--- src/rtl/strela_exec_csr_pkg.sv ---
`default_nettype none
// ============================================================================
// Module : strela_exec_csr_pkg
// Purpose: Shared definitions for the STRELA execution control/status bank:
//          register offsets, CTRL/STATUS bit positions, the execution state
//          enum, the register-bus request/response types and a byte-strobe
//          merge helper.
// Rev    : 1.0  initial release
// ============================================================================
package strela_exec_csr_pkg;

  // Register offsets (byte addresses within the decoded window)
  localparam int unsigned CTRL_OFS    = 32'h00;
  localparam int unsigned STATUS_OFS  = 32'h04;
  localparam int unsigned CYCLES_OFS  = 32'h08;
  localparam int unsigned RSVD_OFS    = 32'h0C;
  localparam int unsigned CH_BASE_OFS = 32'h10;
  localparam int unsigned CH_STRIDE   = 8;

  // CTRL bit positions
  localparam int unsigned CTRL_START_BIT    = 0;
  localparam int unsigned CTRL_IRQ_EN_BIT   = 1;
  localparam int unsigned CTRL_CLR_DONE_BIT = 2;

  // STATUS bit positions
  localparam int unsigned STATUS_BUSY_BIT = 0;
  localparam int unsigned STATUS_DONE_BIT = 1;

  typedef enum logic [0:0] {
    IDLE = 1'b0,
    RUN  = 1'b1
  } exec_state_e;

  typedef struct packed {
    logic [31:0] addr;
    logic        write;
    logic [31:0] wdata;
    logic [3:0]  wstrb;
    logic        valid;
  } reg_req_t;

  typedef struct packed {
    logic [31:0] rdata;
    logic        error;
    logic        ready;
  } reg_rsp_t;

  // Replace each byte of old_v whose strobe is set with the matching byte of new_v
  function automatic logic [31:0] strb_merge(input logic [31:0] old_v,
                                             input logic [31:0] new_v,
                                             input logic [3:0]  strb);
    logic [31:0] res;
    res = old_v;
    for (int b = 0; b < 4; b++) begin
      if (strb[b]) res[8*b +: 8] = new_v[8*b +: 8];
    end
    return res;
  endfunction

  // 16-bit variant for fields that live only in the low half-word
  function automatic logic [15:0] strb_merge16(input logic [15:0] old_v,
                                               input logic [15:0] new_v,
                                               input logic [1:0]  strb);
    logic [15:0] res;
    res = old_v;
    for (int b = 0; b < 2; b++) begin
      if (strb[b]) res[8*b +: 8] = new_v[8*b +: 8];
    end
    return res;
  endfunction

endpackage
`default_nettype wire

--- src/rtl/strela_exec_csr_if.sv ---
`default_nettype none
// ============================================================================
// Module : strela_exec_csr_if
// Purpose: Register-bus connection between the core and the execution CSR
//          bank.
// Ports  : req - request from the bus master (addr/write/wdata/wstrb/valid)
//          rsp - response from the bank (rdata/error/ready)
// Rev    : 1.0  initial release
// ============================================================================
interface strela_exec_csr_if;
  import strela_exec_csr_pkg::*;

  reg_req_t req;
  reg_rsp_t rsp;

  modport master (output req, input  rsp);
  modport slave  (input  req, output rsp);
endinterface
`default_nettype wire

--- src/rtl/strela_exec_csr.sv ---
`default_nettype none
// ============================================================================
// Module : strela_exec_csr
// Purpose: Control/status register bank for the STRELA CGRA. Holds per-channel
//          memory descriptors, runs the start/busy/done handshake with the
//          fabric, counts execution cycles and raises a maskable interrupt.
// Ports  : clk_i, rst_ni          - clock, async active-low reset
//          reg_bus (slave)        - register bus, zero-latency response
//          data_input_*_o         - input channel descriptors (addr/size/stride)
//          data_output_*_o        - output channel descriptors (addr/size)
//          done_i                 - fabric completion, only looked at in RUN
//          execute_o              - one-cycle start pulse
//          busy_o                 - high while running
//          irq_o                  - DONE & IRQ_EN level interrupt
// Rev    : 1.0  initial release
// ============================================================================
module strela_exec_csr
  import strela_exec_csr_pkg::*;
#(
  parameter int unsigned INPUT_NODES_NUM  = 4,
  parameter int unsigned OUTPUT_NODES_NUM = 4,
  parameter int unsigned ADDR_W           = 8
) (
  input  wire logic                               clk_i,
  input  wire logic                               rst_ni,
  strela_exec_csr_if.slave                        reg_bus,
  output logic [INPUT_NODES_NUM-1:0][31:0]        data_input_addr_o,
  output logic [INPUT_NODES_NUM-1:0][15:0]        data_input_size_o,
  output logic [INPUT_NODES_NUM-1:0][15:0]        data_input_stride_o,
  output logic [OUTPUT_NODES_NUM-1:0][31:0]       data_output_addr_o,
  output logic [OUTPUT_NODES_NUM-1:0][15:0]       data_output_size_o,
  input  wire logic                               done_i,
  output logic                                    execute_o,
  output logic                                    busy_o,
  output logic                                    irq_o
);

  localparam int unsigned IN       = INPUT_NODES_NUM;
  localparam int unsigned OUT      = OUTPUT_NODES_NUM;
  localparam int unsigned IN_BASE  = CH_BASE_OFS;
  localparam int unsigned OUT_BASE = CH_BASE_OFS + CH_STRIDE * IN;

  exec_state_e r_state;
  logic        r_execute;
  logic        r_done;
  logic        r_irq_en;
  logic [31:0] r_cycles;

  logic [31:0] w_ofs;
  logic        w_misalign;
  logic        w_busy;
  logic        w_acc;
  logic        w_ch_wr;
  logic        w_ctrl_sel;
  logic        w_ctrl_wr;
  logic        w_start;
  logic        w_clr;
  logic [IN-1:0]        w_in_sel;
  logic [OUT-1:0]       w_out_sel;
  logic [IN-1:0][31:0]  w_in_rd;
  logic [OUT-1:0][31:0] w_out_rd;
  logic [31:0] w_ch_rdata;
  logic        w_unused;

  // Only the low ADDR_W address bits take part in decode
  assign w_ofs      = 32'(reg_bus.req.addr[ADDR_W-1:0]);
  assign w_misalign = |reg_bus.req.addr[1:0];
  assign w_busy     = (r_state == RUN);
  assign w_acc      = reg_bus.req.valid & reg_bus.req.write & ~w_misalign;
  // Descriptors are frozen while the fabric is running
  assign w_ch_wr    = w_acc & ~w_busy;

  // All CTRL bits live in byte 0, so byte-0 strobe gates every CTRL field
  assign w_ctrl_sel = (w_ofs == CTRL_OFS);
  assign w_ctrl_wr  = w_acc & w_ctrl_sel & reg_bus.req.wstrb[0];
  assign w_start    = w_ctrl_wr & reg_bus.req.wdata[CTRL_START_BIT];
  assign w_clr      = w_ctrl_wr & reg_bus.req.wdata[CTRL_CLR_DONE_BIT];

  assign w_unused = ^{reg_bus.req.addr, reg_bus.req.wdata};

  // --------------------------------------------------------------------------
  // Input channel descriptors
  // --------------------------------------------------------------------------
  for (genvar gi = 0; gi < IN; gi++) begin : g_in
    localparam logic [31:0] LO_OFS = 32'(IN_BASE + CH_STRIDE * gi);
    logic [31:0] r_addr;
    logic [15:0] r_size;
    logic [15:0] r_stride;
    logic        w_lo_sel;
    logic        w_hi_sel;

    assign w_lo_sel = (w_ofs == LO_OFS);
    assign w_hi_sel = (w_ofs == LO_OFS + 32'd4);

    always_ff @(posedge clk_i or negedge rst_ni) begin
      if (!rst_ni) begin
        r_addr   <= '0;
        r_size   <= '0;
        r_stride <= '0;
      end else if (w_ch_wr) begin
        if (w_lo_sel) r_addr <= strb_merge(r_addr, reg_bus.req.wdata, reg_bus.req.wstrb);
        if (w_hi_sel) {r_stride, r_size} <= strb_merge({r_stride, r_size},
                                                       reg_bus.req.wdata, reg_bus.req.wstrb);
      end
    end

    assign w_in_sel[gi] = w_lo_sel | w_hi_sel;
    assign w_in_rd[gi]  = w_lo_sel ? r_addr :
                          w_hi_sel ? {r_stride, r_size} : 32'h0;
    assign data_input_addr_o[gi]   = r_addr;
    assign data_input_size_o[gi]   = r_size;
    assign data_input_stride_o[gi] = r_stride;
  end

  // --------------------------------------------------------------------------
  // Output channel descriptors (size only in the low half-word)
  // --------------------------------------------------------------------------
  for (genvar go = 0; go < OUT; go++) begin : g_out
    localparam logic [31:0] LO_OFS = 32'(OUT_BASE + CH_STRIDE * go);
    logic [31:0] r_addr;
    logic [15:0] r_size;
    logic        w_lo_sel;
    logic        w_hi_sel;

    assign w_lo_sel = (w_ofs == LO_OFS);
    assign w_hi_sel = (w_ofs == LO_OFS + 32'd4);

    always_ff @(posedge clk_i or negedge rst_ni) begin
      if (!rst_ni) begin
        r_addr <= '0;
        r_size <= '0;
      end else if (w_ch_wr) begin
        if (w_lo_sel) r_addr <= strb_merge(r_addr, reg_bus.req.wdata, reg_bus.req.wstrb);
        if (w_hi_sel) r_size <= strb_merge16(r_size, reg_bus.req.wdata[15:0],
                                             reg_bus.req.wstrb[1:0]);
      end
    end

    assign w_out_sel[go] = w_lo_sel | w_hi_sel;
    assign w_out_rd[go]  = w_lo_sel ? r_addr :
                           w_hi_sel ? {16'h0, r_size} : 32'h0;
    assign data_output_addr_o[go] = r_addr;
    assign data_output_size_o[go] = r_size;
  end

  always_comb begin
    w_ch_rdata = '0;
    for (int k = 0; k < IN; k++)  w_ch_rdata = w_ch_rdata | w_in_rd[k];
    for (int k = 0; k < OUT; k++) w_ch_rdata = w_ch_rdata | w_out_rd[k];
  end

  // --------------------------------------------------------------------------
  // Combinational response
  // --------------------------------------------------------------------------
  always_comb begin
    reg_bus.rsp.rdata = '0;
    reg_bus.rsp.error = 1'b0;
    reg_bus.rsp.ready = 1'b1;
    if (w_misalign) begin
      reg_bus.rsp.error = 1'b1;
    end else if (w_ctrl_sel) begin
      reg_bus.rsp.rdata[CTRL_IRQ_EN_BIT] = r_irq_en;
      reg_bus.rsp.error = w_start & w_busy;
    end else if (w_ofs == STATUS_OFS) begin
      reg_bus.rsp.rdata[STATUS_BUSY_BIT] = w_busy;
      reg_bus.rsp.rdata[STATUS_DONE_BIT] = r_done;
    end else if (w_ofs == CYCLES_OFS) begin
      reg_bus.rsp.rdata = r_cycles;
    end else if (w_ofs == RSVD_OFS) begin
      reg_bus.rsp.rdata = '0;
    end else if ((|w_in_sel) || (|w_out_sel)) begin
      reg_bus.rsp.rdata = w_ch_rdata;
      reg_bus.rsp.error = w_acc & w_busy;
    end else begin
      reg_bus.rsp.error = 1'b1;
    end
  end

  // --------------------------------------------------------------------------
  // Execution FSM, cycle counter, DONE/IRQ_EN
  // --------------------------------------------------------------------------
  always_ff @(posedge clk_i or negedge rst_ni) begin
    if (!rst_ni) begin
      r_state   <= IDLE;
      r_execute <= 1'b0;
      r_cycles  <= '0;
      r_done    <= 1'b0;
      r_irq_en  <= 1'b0;
    end else begin
      if (w_ctrl_wr) r_irq_en <= reg_bus.req.wdata[CTRL_IRQ_EN_BIT];
      // Clear first so a completion in the same cycle overrides it below
      if (w_clr) r_done <= 1'b0;
      r_execute <= 1'b0;
      case (r_state)
        IDLE: begin
          if (w_start) begin
            r_state   <= RUN;
            r_execute <= 1'b1;
            r_cycles  <= '0;
            r_done    <= 1'b0;
          end
        end
        RUN: begin
          if (done_i) begin
            r_state <= IDLE;
            r_done  <= 1'b1;
          end else if (r_cycles != 32'hFFFF_FFFF) begin
            r_cycles <= r_cycles + 32'd1;
          end
        end
        default: r_state <= IDLE;
      endcase
    end
  end

  assign execute_o = r_execute;
  assign busy_o    = w_busy;
  assign irq_o     = r_done & r_irq_en;

endmodule
`default_nettype wire

--- src/flat_wrapper.sv ---
// flat-port wrapper written by rule: the top's interface ports become plain ports
module strela_exec_csr_flat import strela_exec_csr_pkg::*;
#(
  parameter int unsigned INPUT_NODES_NUM  = 4,
  parameter int unsigned OUTPUT_NODES_NUM = 4,
  parameter int unsigned ADDR_W           = 8
)
  (clk_i, rst_ni, data_input_addr_o, data_input_size_o, data_input_stride_o, data_output_addr_o, data_output_size_o, done_i, execute_o, busy_o, irq_o, reg_bus_req, reg_bus_rsp);
  strela_exec_csr_if reg_bus_i ();
  input  wire logic clk_i;
  input  wire logic rst_ni;
  output logic [INPUT_NODES_NUM-1:0][31:0] data_input_addr_o;
  output logic [INPUT_NODES_NUM-1:0][15:0] data_input_size_o;
  output logic [INPUT_NODES_NUM-1:0][15:0] data_input_stride_o;
  output logic [OUTPUT_NODES_NUM-1:0][31:0] data_output_addr_o;
  output logic [OUTPUT_NODES_NUM-1:0][15:0] data_output_size_o;
  input  wire logic done_i;
  output logic execute_o;
  output logic busy_o;
  output logic irq_o;
  input wire logic [$bits(reg_bus_i.req)-1:0] reg_bus_req;
  output wire logic [$bits(reg_bus_i.rsp)-1:0] reg_bus_rsp;
  assign reg_bus_i.req = reg_bus_req;
  assign reg_bus_rsp = reg_bus_i.rsp;
  strela_exec_csr #(.INPUT_NODES_NUM(INPUT_NODES_NUM), .OUTPUT_NODES_NUM(OUTPUT_NODES_NUM), .ADDR_W(ADDR_W)) u_core (.clk_i(clk_i), .rst_ni(rst_ni), .reg_bus(reg_bus_i), .data_input_addr_o(data_input_addr_o), .data_input_size_o(data_input_size_o), .data_input_stride_o(data_input_stride_o), .data_output_addr_o(data_output_addr_o), .data_output_size_o(data_output_size_o), .done_i(done_i), .execute_o(execute_o), .busy_o(busy_o), .irq_o(irq_o));
endmodule
--- config.mk ---
export PLATFORM = sky130hd
export DESIGN_NAME = strela_exec_csr_flat
export DESIGN_NICKNAME = d
export VERILOG_FILES = /design/src/rtl/strela_exec_csr_pkg.sv /design/src/rtl/strela_exec_csr_if.sv /design/src/rtl/strela_exec_csr.sv /design/src/flat_wrapper.sv
export SDC_FILE = /design/constraint.sdc
export NUM_CORES = 1
export LEC_CHECK = 0
export BUFFER_PORTS_ARGS = -buffer_cell sky130_fd_sc_hd__clkbuf_2
export CORE_UTILIZATION = 30
export CTS_BUF_LIST = sky130_fd_sc_hd__clkbuf_16
export DETAILED_ROUTE_END_ITERATION = 7
export SETUP_SLACK_MARGIN = 0.2
export SLEW_MARGIN = 0
export SYNTH_ARGS = -nofsm -noshare
export SYNTH_HDL_FRONTEND = slang
export SYNTH_SLANG_ARGS = --single-unit
--- constraint.sdc ---
create_clock -name clk_i -period 4 [get_ports clk_i]
set_input_delay 1 -clock clk_i [delete_from_list [all_inputs] [get_ports clk_i]]
set_output_delay 1 -clock clk_i [all_outputs]
set_load 0.005 [all_outputs]
; ---- Yosys cells after proc, flatten, opt, wreduce, memory -nomap -nowiden
; Cells that the tools add are included.
; W data, S select, Z words.
[word_totals]
ff_bits = 484
latch_bits = 0
ram_bits = 0
romBits = 0
out_inout_bits = 485
word_cells = 217
memories = 0
[op_classes]
add_sub_neg = 1
multipliers = 0
div = 0
magnitude_cmp = 0
eq_ne = 23
shifts = 0
muxes = 43
bitwise_logic = 27
n_reduce_logical = 62
[op_table]
columns = operator, n
row1 = $mux W32, 19
row2 = $or A32 B32 Y32, 7
row3 = $reduce_and A3 Y1, 57
row4 = $eq A8 B6 Y1 const B, 8
row5 = $mux W16, 4
row6 = $pmux W32 S2, 1
row7 = $mux W30, 2
row8 = $add A32 B1 Y32 const B, 1
row9 = $eq A8 B5 Y1 const B, 4
row10 = $eq A8 B7 Y1 const B, 4
row11 = $logic_not A32 Y1, 1
row12 = $ne A32 B32 Y1 const B, 1
row13 = $eq A8 B4 Y1 const B, 2
row14 = $mux W1, 14
row15 = $and A1 B1 Y1, 10
row16 = $eq A8 B3 Y1 const B, 1
row17 = $or A1 B1 Y1, 8
row18 = $reduce_or A4 Y1, 2
row19 = $ne A2 B2 Y1 const B, 2
row20 = $pmux W1 S2, 2
row21 = $mux W2, 1
row22 = $ne A2 B1 Y1 const B, 1
row23 = $not A1 Y1, 2
row24 = $reduce_or A2 Y1, 1
row25 = $logic_or A1 B1 Y1, 1

; ---- Logic depth before layout (Yosys ltp)
; Gate-level depths: netlist of run 1.
[depth]
ltp_word = 16
mapped_depth = 9
depth_no_buf = 6

; ---- Worst setup path before layout of run 1
; Ideal clock, no wire load.
[synth_path]
path_kind = input port to output port
from = in reg_bus_req[43]
to = out reg_bus_rsp[29]
arrival_time_ns = 2.662
required_ns = 3.000
slack_ns = 0.338
stages = 8
n_path_buf = 3
cell_sequence = buf_4 > or4b_2 > clkbuf_1 > nor2_1 > buf_2 > a222oi_1 > o21ai_0 > o221a_2
[synth_via]
elab_chain_len = 16
word_cells_on_any_way = 56
classes_between = 19 x eq/ne / 18 x mux / 15 x bitwise / 4 x reduce/logical
[synth_lines]
columns = element, line
row1 = "start, declared", flat_wrapper.sv:21  ; input wire logic [$bits(reg_bus_i.req)-1:0] reg_bus_req;
row2 = $eq A8 B5 Y1, strela_exec_csr.sv:93  ; assign w_hi_sel = (w_ofs == LO_OFS + 32'd4);
row3 = $mux W32, strela_exec_csr.sv:109  ; w_hi_sel ? {r_stride, r_size} : 32'h0;
row4 = $mux W32, strela_exec_csr.sv:108  ; assign w_in_rd[gi] = w_lo_sel ? r_addr :
row5 = $or A32 B32 Y32 (3 in a row), strela_exec_csr.sv:148  ; for (int k = 0; k < IN; k++) w_ch_rdata = w_ch_rdata | w_in_rd[k];
row6 = $or A32 B32 Y32 (4 in a row), strela_exec_csr.sv:149  ; for (int k = 0; k < OUT; k++) w_ch_rdata = w_ch_rdata | w_out_rd[k];
row7 = $mux W32, strela_exec_csr.sv:171  ; end else if ((|w_in_sel) || (|w_out_sel)) begin
row8 = $mux W32, strela_exec_csr.sv:169  ; end else if (w_ofs == RSVD_OFS) begin
row9 = $mux W32, strela_exec_csr.sv:167  ; end else if (w_ofs == CYCLES_OFS) begin
row10 = $mux W30, strela_exec_csr.sv:164  ; end else if (w_ofs == STATUS_OFS) begin
row11 = $mux W30 (*), strela_exec_csr.sv:161  ; end else if (w_ctrl_sel) begin
row12 = $mux W32 (*), strela_exec_csr.sv:159  ; if (w_misalign) begin
row13 = "end, declared", flat_wrapper.sv:22  ; output wire logic [$bits(reg_bus_i.rsp)-1:0] reg_bus_rsp;
; Mark *: on every way between the ends. The rest lies on a longest branch, timed or not.

; ---- Worst setup path in the final report of run 1
[layout_path]
from = in reg_bus_req[45]
to = out reg_bus_rsp[31]
; The elaborated chain is that of the path after synthesis.

==> metrics.md, run 1 <==
| Metric | Value |
|---|---|
| Status | `finished clean` |
| Final period util | `0.9667` |
| Seq/Total Area, Yosys | `0.5215` |
| Final min period | `3867 ps` |
| Crit path max fanout | `7` |
| RSZ-0062 raised after global routing | `yes` |
| Post-synth top area share | `0.5215` |
| Clk_lat worst skew | `~620 ps` |
| Die area | `0.07853 mm²` |
| Initial Util | `0.3043` |
| Total global-route track usage | `0.2945` |
| Core area | `0.07633 mm²` |
| Switching fraction of total power | `0.2544` |
| Hold Vio Cnt, Final | `0` |
| Hold slack | `~440 ps` |
| Largest area contributor in the netlist | `dfrtp_1` |
| Reg-to-Reg Start | `u_core.busy_o` |
| Row count | `101` |
| DP Wirelength | `87.25 mm` |
| Least-Margin Pin Slew | `~920 ps` |
| CTS clk-pin slew, worst paths | `~60 ps` |
| Max Clock Skew | `between 20 and 30 ps` |
| Drt pass-1 iters | `5` |
| Worst IR drop on VDD | `0.3078 mV` |
| Post-Syn Nets | `about 1,900` |
| Grt ovf | `0` |
| Top-count cell post-synth | `dfrtp_1` |
| Setup-failing EPs final | `0` |
| DR vias | `20,717` |
| FF-to-FF path depth | `5` |
| Clk sink count | `484` |
| Clock Tree Root | `clkbuf_16` |
| Setup TNS | `0 ps` |
| Detail Route Antenna Nets | `0` |
| Post-synth EDFFs | `0` |
| Post-synth top cells | `484 x dfrtp_1, 474 x mux2_2, 92 x a22oi_1, 72 x clkbuf_1, 70 x nand2_1` |
| Placed Area | `0.02893 mm²` |
| Fin. max-slew vios | `0` |
| Routability cong. | `approximately 0.92` |
| Crit Path Class | `in2out` |
| Post-synth cell types | `83` |
| Die Width | `280.2 µm` |
| Smallest setup slack after layout | `around 130 ps` |
| Logic pwr share | `0.075` |
| FF-to-FF setup slack | `1340 ps` |
| Leakage | `roughly 16 nW` |
| Reported net switching power | `2.655 mW` |
| R2R Path End | `u_core.g_in[2].r_stride[8]` |
| Synth Flop Type | `dfrtp_1` |
| Finished Cell Area | `around 0.033 mm²` |
| CTS tree | `yes` |
| Maximum root-to-sink buffer count | `3` |
| Flop pwr share | `0.473` |
| Syn avg cell area | `12.70 µm²` |
| Fmax | `258.6 MHz` |
| Share of cells above drive strength 1 | `0.6060` |
| Initial antenna violation count | `4` |
| First-pass GRT wire length | `163.6 mm` |
| Synth warnings | `0` |
| Largest net degree at the start of global routing | `98` |
| Setup WS pre-CTS | `-514.8 ps` |
| # nets final | `2,690` |
| Slew margin rel. | `0.3884` |
| Synth Instances | `~1,800` |
| Arrival time worst endpoint | `2870 ps` |
| Max-cap check violation count | `0` |
| Yosys reg bits | `484` |
| Die H | `280.2 µm` |
| Pwr/cell area | `~320 mW/mm²` |
| Vias in the first global route | `roughly 21,000` |
| Critical path startpoint category | `input port` |
| P&R area growth vs syn | `40.27%` |
| Internal Power | `7.780 mW` |
| Data required, critical path | `3000 ps` |
| Hold WC Path Type | `in2async` |
| Routed WL | `118.5 mm` |
| Synth area leaders | `dfrtp_1 52%, mux2_2 23%, a22oi_1 3.0%` |
| Post-synth ARST share | `1.000` |
| IO buf count | `532` |
| Critical Path Sink Type | `output pin` |
| Starting DRT DRC Count | `1,905` |
| Per-cell routed wire length | `32.12 µm` |
| Io pins | `558` |
| Routed vias/inst | `5.613` |
| Power share of the clock group | `0.453` |
| DRC errors left | `0` |
| Total number of H-tree levels | `2` |
| Netlist Area Pre-Place | `0.02322 mm²` |
| Cts bufs inserted | `52` |
==> power groups by stage <==
stage / Combinational [mW] / Sequential (mW) / Clock (mW)
after global routing: 0.807 / 4.93 / 4.97
after CTS: 0.723 / 4.93 / 4.78
final: 0.777 / 4.93 / 4.72
after global placement: 0.615 / 5.02 / 0
after detailed placement: 0.626 / 5.02 / 0
after floorplan: 0.187 / 5.02 / 0
==> critical path, cell delays in order <==
cell and delay, ps:
buf_12 120, buf_8 140, or4_4 550, buf_6 150
nor2_4 180, buf_6 180, a221oi_2 40, a31oi_1 320
buf_2 190
==> cells by family (layout without fill, tap and decap cells) <==
group / count (synthesis) / count (layout) / synth area share
multiplexers: 515 / 515 / 0.2524
flip-flops: 484 / 484 / 0.5215
AO/OA/AOI/OAI: 348 / 348 / 0.1069
AND/OR/NAND/NOR: 341 / 341 / 0.09186
buffers and inverters: 131 / 963 / 0.02387
XOR/XNOR: 6 / 6 / 0.002263
adder cells (fa/ha/maj): 2 / 2 / 0.0009697
other: 1 / 2 / 0.0001615
==> routing by layer <==
metal | track usage | part of all wire
met1 | 0.3655 | 0.39
met2 | 0.4551 | 0.45
met3 | 0.09818 | 0.096
met4 | 0.1502 | 0.059
met5 | 0 | 0.00019
==> per-stage QoR <==
step / instances / total power, mW / utilization
4_1_cts: 3660 / 10.43 / 0.4172
3_3_place_gp: 3517 / 5.638 / 0.3790
5_1_grt: 3690 / 10.71 / 0.4267
2_1_floorplan: 1828 / 5.208 / -
6_report: 3691 / 10.44 / 0.4268
3_5_place_dp: 3517 / 5.651 / 0.3790
==> placed cells by master (no fill, tap or decap), types with 10 or more instances in the layout <==
master,count
a21oi_1,44
a222oi_1,14
buf_4,224
clkbuf_2,505
clkbuf_16,56
mux2_2,474
nor2_8,10
nand3_1,25
buf_12,50
nor2_1,40
dfrtp_1,484
buf_8,11
nand4_1,11
or3_1,20
a22oi_2,15
nor2_2,35
nor3_2,10
nor2_4,28
inv_1,15
clkinv_1,19
a22o_1,18
o21ai_0,46
mux2i_1,31
nand2_1,64
nor3_1,11
a31oi_1,11
a22oi_1,77
buf_2,10
buf_6,44
o22ai_1,15
==> worst max-delay path by stage <==
stage	from	endpoint	cells past startpoint
6_report	reg_bus_req[45]	reg_bus_rsp[31]	9
5_1_grt	reg_bus_req[41]	reg_bus_rsp[6]	8
4_1_cts	reg_bus_req[45]	reg_bus_rsp[9]	13
3_5_place_dp	reg_bus_req[45]	reg_bus_rsp[30]	9
3_3_place_gp	reg_bus_req[45]	reg_bus_rsp[30]	9
2_1_floorplan	reg_bus_req[43]	reg_bus_rsp[29]	8
==> final cells by class <==
class / instances / area [µm²]
antenna: 1 / 2.502
clock buffer: 54 / 1351
clock inverter: 44 / 280.3
fill: 7280 / 43750
inverter: 11 / 45.04
multi-input combinational: 1213 / 11350
sequential: 484 / 12110
tap: 1030 / 1289
timing repair buffer: 854 / 6148
==> timing repair <==
| item | 4_1_cts | 5_1_grt |
|---|---|---|
| gates cloned | 4 | 2 |
| gates resized for setup | 172 | 114 |
| buffers inserted | 41 | 28 |
| hold buffers | 0 | 0 |
| pin swaps | 44 | 53 |
| setup endpoints to repair | 33 | 33 |
==> registers in the layout (all words and copies together), names as in the netlist <==
signal / cells
u_core.busy_o: 1
u_core.execute_o: 1
u_core.g_in.r_addr: 128
u_core.g_in.r_size: 64
u_core.g_in.r_stride: 64
u_core.g_out.r_addr: 128
u_core.g_out.r_size: 64
u_core.r_cycles: 32
u_core.r_done: 1
u_core.r_irq_en: 1
Power figures use the tool's default switching activity.
==> run 2, diff against run 1 <==
CELL_PAD_IN_SITES_DETAIL_PLACEMENT = 0   (was not set)
CELL_PAD_IN_SITES_GLOBAL_PLACEMENT = 1   (was not set)
PLACE_DENSITY_LB_ADDON = 0.1   (was not set)
REMOVE_ABC_BUFFERS = 1   (was not set)
==> run 2 against run 1 <==
  * First-iteration DRC count shrank 18%
  * Utilization down 0.13 points
  * Cell area is 0.30% lower
  * Global-route usage rose by 0.40 points
  * Clock power grew 12%
  * Flip-flop and latch count unchanged
  * Critical path type unchanged
  * Critical endpoint is now reg_bus_rsp[12]
  * Largest power group is now clock
==> metrics.md, run 2 (synthesis gave the netlist of run 1 again) <==
| Metric | Value |
|---|---|
| Routed WL | `119.9 mm` |
| Layout filler cell count | `7,455` |
| Gr busiest metal | `met2` |
| Cts bufs inserted | `57` |
| Vias in the first global route | `20,522` |
| Crit path max fanout | `7` |
| Final min period | `3904 ps` |
| Starting DRT DRC Count | `~1,600` |
| Max-cap check violation count | `0` |
| Commonest non-fill, non-tap cell in the layout | `clkbuf_2` |
| Worst IR drop on VDD | `0.3532 mV` |
| Critical Path Sink Type | `output pin` |
| Per-cell routed wire length | `32.42 µm` |
| Least-Margin Pin Slew | `653.3 ps` |
| Clk sink count | `slightly below 500` |
| CTS clk-pin slew, worst paths | `60 ps` |
| Status | `finished clean` |
| Max Clock Skew | `~9.1 ps` |
| N_diodes | `0` |
| Reg-to-Reg Start | `u_core.r_cycles[23]` |
| Die area | `about 0.079 mm²` |
| DP Wirelength | `87.85 mm` |
| Highest-count cells in the layout ignoring fill and taps | `515 x clkbuf_2, 484 x dfrtp_1, 474 x mux2_2` |
| IO buf count | `532` |
| Smallest setup slack after layout | `95.80 ps` |
| Core area | `0.07633 mm²` |
| Data required, critical path | `roughly 3000 ps` |
| P&R area growth vs syn | `39.85%` |
| Setup WS pre-CTS | `-436.3 ps` |
| Total global-route track usage | `0.2985` |
| Top Registers | `u_core.g_in.r_addr (128), u_core.g_out.r_addr (128)` |
| M2 GR Usage | `0.4863` |
| RSZ-0062 raised after global routing | `yes` |
| Cts hold-fix bufs | `0` |
| Routed vias/inst | `5.440` |
| GR Layer Usage met1 | `0.4010` |
| Hold Vio Cnt, Final | `0` |
| Largest net degree at the start of global routing | `86` |
| Pwr/cell area | `337.4 mW/mm²` |
| Fin. max-slew vios | `0` |
| Clk_lat worst skew | `620 ps` |
| CP Launch Point | `reg_bus_req[41]` |
| Setup-failing EPs final | `0` |
| Leakage | `16.06 nW` |
| Io pins | `558` |
| Slew margin rel. | `0.5634` |
| Finished Core Util | `0.4255` |
| Setup TNS | `0 ps` |
| Initial Util | `0.3043` |
| Drt pass-1 iters | `5` |
| Row count | `~100` |
| Die H | `280.2 µm` |
| Initial antenna violation count | `6` |
| Routability cong. | `around 0.86` |
| DR vias | `between 20,000 and 25,000` |
| DRC errors left | `0` |
| Hold WC Path Type | `in2async` |
| Critical path startpoint category | `input port` |
| Die Width | `280.2 µm` |
| GR met3 Demand/Resource | `0.05088` |
| Clock Tree Root | `clkbuf_16` |
| Fmax | `256.1 MHz` |
| Maximum root-to-sink buffer count | `3` |
| Final period util | `0.9761` |
| Arrival time worst endpoint | `2900 ps` |
| Total number of H-tree levels | `2` |
| Crit Path Class | `in2out` |
| First-pass GRT wire length | `163.9 mm` |
| # nets final | `2,698` |
| Grt ovf | `0` |
| Detail Route Antenna Nets | `0` |
| Share of cells above drive strength 1 | `0.5940` |
| CTS tree | `yes` |
==> run 2: changes by cell type in the layout (fill, tap and decap cells not counted), sizes merged, moves of 6 or more <==
cell / delta
clkinv: -7
buf: -7
bufinv: +6
inv: +7
clkbuf: +12
==> run 2: timing repair <==
| action | in CTS | in global routing |
|---|---|---|
| cloned | 3 | 3 |
| setup buffers | 34 | 26 |
| setup endpoints to repair | 33 | 33 |
| gates resized for setup | 141 | 113 |
| pin swaps | 33 | 60 |
==> run 2: final timing paths <==
path | slack [ps] | cells past startpoint | to
setup / recovery | 100 | 13 | reg_bus_rsp[12]
hold / removal | 370 | 1 | u_core.g_in[2].r_addr[13]
setup reg to reg | 1340 | 5 | u_core.r_cycles[1]
hold reg to reg | 530 | 1 | u_core.g_in[2].r_size[12]
max in group asynchronous | 2690 | 2 | u_core.g_in[1].r_addr[28]
min in group clk_i | 530 | 1 | u_core.g_in[2].r_size[12]
==> run 2: through the flow <==
step | std cells | total power [mW] | cell area, µm² | hold WS (ps)
2_1_floorplan | 1708 | 5.132 | 22710 | 486.7
3_3_place_gp | 3529 | 5.660 | 28980 | 506.5
3_5_place_dp | 3529 | 5.664 | 28980 | 519.0
4_1_cts | 3671 | 11.02 | 31730 | 363.0
5_1_grt | 3700 | 11.28 | 32480 | 384.8
6_report | 3700 | 10.96 | 32480 | 372.1
==> run 2: final cells by class <==
| class | instances | area, µm² | share of cell area |
|---|---|---|---|
| clock inverter | 48 | 420.4 | 0.01294 |
| sequential | 484 | 12110 | 0.3729 |
| inverter | 11 | 45.04 | 0.001387 |
| clock buffer | 57 | 1426 | 0.04392 |
| timing repair buffer | 855 | 6013 | 0.1851 |
| tap | 1030 | 1289 | 0.03968 |
| multi-input combinational | 1215 | 11170 | 0.3440 |
==> run 2: critical path: stages <==
cell and delay [ps]:
buf_12 120, buf_8 120, nor4b_4 120, buf_4 140, buf_6 120, buf_12 130
buf_4 130, buf_8 130, a22o_1 210, a222oi_1 230, and3_1 250, nand2_2 70
clkbuf_2 110
==> run 2: where the power goes <==
group	internal (mW)	switching, mW
combinational	0.255	0.493
sequential	4.92	0.0211
clock	3.09	2.19
total	8.26	2.70
==> run 2: layer usage <==
layer | vias up | share of wire
met5 | - | 0.00037
met4 | 8 | 0.037
met3 | 175 | 0.064
met2 | 805 | 0.47
met1 | 10603 | 0.43
li1 | 8536 | -
==> run 3, diff against run 2 <==
ABC_AREA = 1   (was not set)
CORE_MARGIN = 2   (was not set)
==> run 3 against run 2 <==
  * First-iteration DRC count down 0.32%
  * Total power down 2.9%
  * Clock-buffer cell count up 4
  * Clock skew up 4.0 ps
  * Sequential share of layout area up 3.8 points
  * Sequential power about the same
  * Hold slack better by 5.4 ps
  * Setup slack better by 55 ps
  * Wire length down 15%
==> metrics.md, run 3 <==
| Metric | Value |
|---|---|
| DP Wirelength | `69.33 mm` |
| DRC errors left | `0` |
| Layout filler cell count | `between 7,000 and 8,000` |
| Post-synth top area share | `0.5431` |
| Data required, critical path | `3000 ps` |
| Fmax | `approximately 260 MHz` |
| Setup TNS | `0 ps` |
| Yosys reg bits | `a little under 500` |
| Highest-count cells in the layout ignoring fill and taps | `1,108 x nand2_1, 522 x clkbuf_2, 484 x dfrtp_1` |
| Worst IR drop on VDD | `0.3598 mV` |
| Routed WL | `102.5 mm` |
| Routability cong. | `0.8428` |
| Synth area leaders | `dfrtp_1 54%, nand2_1 19%, o21ai_0 10%` |
| First-pass GRT wire length | `around 150 mm` |
| Share of cells above drive strength 1 | `0.2473` |
| Routed vias/inst | `4.907` |
| Pwr/cell area | `between 300 and 400 mW/mm²` |
| Grt ovf | `0` |
| Arrival time worst endpoint | `2850 ps` |
| Synth Instances | `2,841` |
| Status | `finished clean` |
| Hold Vio Cnt, Final | `0` |
| Core area | `0.07333 mm²` |
| CTS clk-pin slew, worst paths | `60 ps` |
| GR Layer Usage met1 | `0.3313` |
| # nets final | `about 3,500` |
| Maximum root-to-sink buffer count | `3` |
| Die H | `276.6 µm` |
| Post-synth cell types | `37` |
| IO buf count | `532` |
| Syn avg cell area | `7.849 µm²` |
| Post-synth top cells | `1,123 x nand2_1, 484 x dfrtp_1, 467 x o21ai_0, 169 x nor2_1, 133 x inv_1` |
| Final Power | `10.64 mW` |
| Total number of H-tree levels | `2` |
| DR vias | `21,794` |
| Post-synth ARST share | `1.000` |
| Io pins | `558` |
| Drt pass-1 iters | `5` |
| Die area | `~0.077 mm²` |
| Total global-route track usage | `0.2538` |
| FF-to-FF setup slack | `around 1500 ps` |
| Hold WC Path Type | `in2async` |
| Final period util | `0.9624` |
| GR met3 Demand/Resource | `0.04573` |
| Seq/Total Area, Yosys | `0.5431` |
| Cts hold-fix bufs | `0` |
| Netlist Area Pre-Place | `about 0.022 mm²` |
| M2 GR Usage | `0.4270` |
| Max Clock Skew | `13.05 ps` |
| Crit path max fanout | `11` |
| Slew margin rel. | `0.4664` |
| Per-cell routed wire length | `between 20 and 25 µm` |
| Starting DRT DRC Count | `roughly 1,600` |
| Top Registers | `u_core.g_in.r_addr (128), u_core.g_out.r_addr (128)` |
| Vias in the first global route | `20,856` |
| RSZ-0062 raised after global routing | `yes` |
| Leakage | `14.84 nW` |
| Detail Route Antenna Nets | `0` |
| Post-synth EDFFs | `0` |
| Gr busiest metal | `met2` |
| Crit Path Class | `in2out` |
| Critical path startpoint category | `input port` |
| Cts bufs inserted | `between 50 and 60` |
| Synth warnings | `0` |
| Fin. max-slew vios | `0` |
| Finished Core Util | `0.4016` |
| Die Width | `276.6 µm` |
| Critical-path cell list | `clkbuf_2 -> inv_4 -> nor2_2 -> nand2_4 -> nor2_4 -> buf_4 -> buf_12 -> a22o_1 -> nor3_1 -> buf_4 -> nand4_1 -> clkbuf_2` |
| Clock Tree Root | `clkbuf_16` |
| Max-cap check violation count | `0` |
| Clk_lat worst skew | `620 ps` |
| Slowest cell on crit path | `nand4_1` |
| Initial antenna violation count | `1` |
| Clk sink count | `484` |
| Synth Flop Type | `dfrtp_1` |
| Row count | `99` |
| P&R area growth vs syn | `32.07%` |
| Largest net degree at the start of global routing | `89` |
| Critical Path Sink Type | `output pin` |
| Initial Util | `0.3041` |
| Least-Margin Pin Slew | `approximately 800 ps` |
| CTS tree | `yes` |
| Largest area contributor in the netlist | `dfrtp_1` |
| Placed Area | `0.02651 mm²` |
| CP max stage delay | `250 ps` |
| Commonest non-fill, non-tap cell in the layout | `nand2_1` |
| Final min period | `3849 ps` |
| Setup-failing EPs final | `0` |
| Top-count cell post-synth | `nand2_1` |
| Finished Cell Area | `0.02945 mm²` |
-- run 3: cell count changes in the layout (fill, tap and decap cells not counted), moves of 22 or more --
cell,previous run,this run
buf_4,226,90
nand2_2,4,26
a22oi_1,81,0
nand4_1,11,46
inv_1,22,138
buf_6,46,15
mux2_2,474,0
mux2i_1,30,0
o21ai_0,47,464
a21oi_1,49,23
nand3_1,25,109
nand2_1,67,1108
nor2_1,44,153
-- run 3: per-layer routing --
metal | share of wire | wire (µm) | vias to the layer above
met2 | 0.48 | 49460 | 682
met3 | 0.056 | 5779 | 162
met1 | 0.43 | 44230 | 10586
met5 | 0.000098 | 10 | -
li1 | - | - | 10362
met4 | 0.030 | 3051 | 2
-- run 3: power breakdown --
| group | switching, mW | leakage (nW) | total (mW) | internal [mW] |
|---|---|---|---|---|
| registers | 0.0293 | 6.73 | 4.96 | 4.93 |
| clock network | 2.24 | 0.944 | 5.29 | 3.05 |
| logic | 0.297 | 7.16 | 0.390 | 0.0931 |
| total | 2.57 | 14.8 | 10.6 | 8.07 |
-- run 3: worst paths after layout --
kind                                      startpoint                         end  cells after the start
setup reg to reg                       u_core.busy_o   u_core.g_in[2].r_addr[26]                      6
max in group asynchronous                     rst_ni  u_core.g_in[2].r_stride[5]                      2
setup / recovery                     reg_bus_req[41]              reg_bus_rsp[8]                     12
hold reg to reg            u_core.g_in[3].r_addr[28]   u_core.g_in[3].r_addr[28]                      2
min in group clk_i         u_core.g_in[3].r_addr[28]   u_core.g_in[3].r_addr[28]                      2
hold / removal                                rst_ni   u_core.g_out[3].r_addr[0]                      1
-- run 3: kinds of logic (layout without fill, tap and decap cells) --
kind of cell    after synthesis  after routing  share of synthesized area
xor+xnor                     15             15                   0.005892
fa+ha+maj                     1              1                  0.0005610
flops                       484            484                     0.5431
simple gates               1531           1531                     0.2792
other cells                   1              2                  0.0001682
buf+inv                     292            932                    0.05409
compound gates              517            517                     0.1169
-- run 3: repair_timing --
item / in CTS / in global routing
gates resized for setup: 32 / 67
setup endpoints to repair: 32 / 31
buffers inserted: 19 / 37
pin swaps: 12 / 30
cloned: 3 / 7
-- run 3: area by class of cell --
type | count | area, µm² | area share
inverters | 142 | 560.5 | 0.01903
clock inverters | 48 | 346.6 | 0.01177
flip-flops and latches | 484 | 12110 | 0.4112
diodes | 1 | 2.502 | 0.00008497
repair buffers | 681 | 4508 | 0.1531
clock buffers | 61 | 1526 | 0.05183
well taps | 959 | 1200 | 0.04074
multi-input cells | 2065 | 9195 | 0.3122
-- run 3: critical path, delay by kind of cell --
kind	cells	cell delay [ps]
and+or+nand+nor	5	710
buffers and inverters	6	910
AOI/OAI and AO/OA	1	210
-- run 3: metrics by stage --
| stage | instances | setup slack, ps | hold slack [ps] |
|---|---|---|---|
| floorplan | 2691 | -85.27 | 474.2 |
| global placement | 4266 | -156.6 | 491.1 |
| detailed placement | 4266 | -182.2 | 494.9 |
| CTS | 4397 | 179.8 | 403.1 |
| global route | 4440 | 110.8 | 400.0 |
| finish | 4441 | 150.6 | 377.5 |
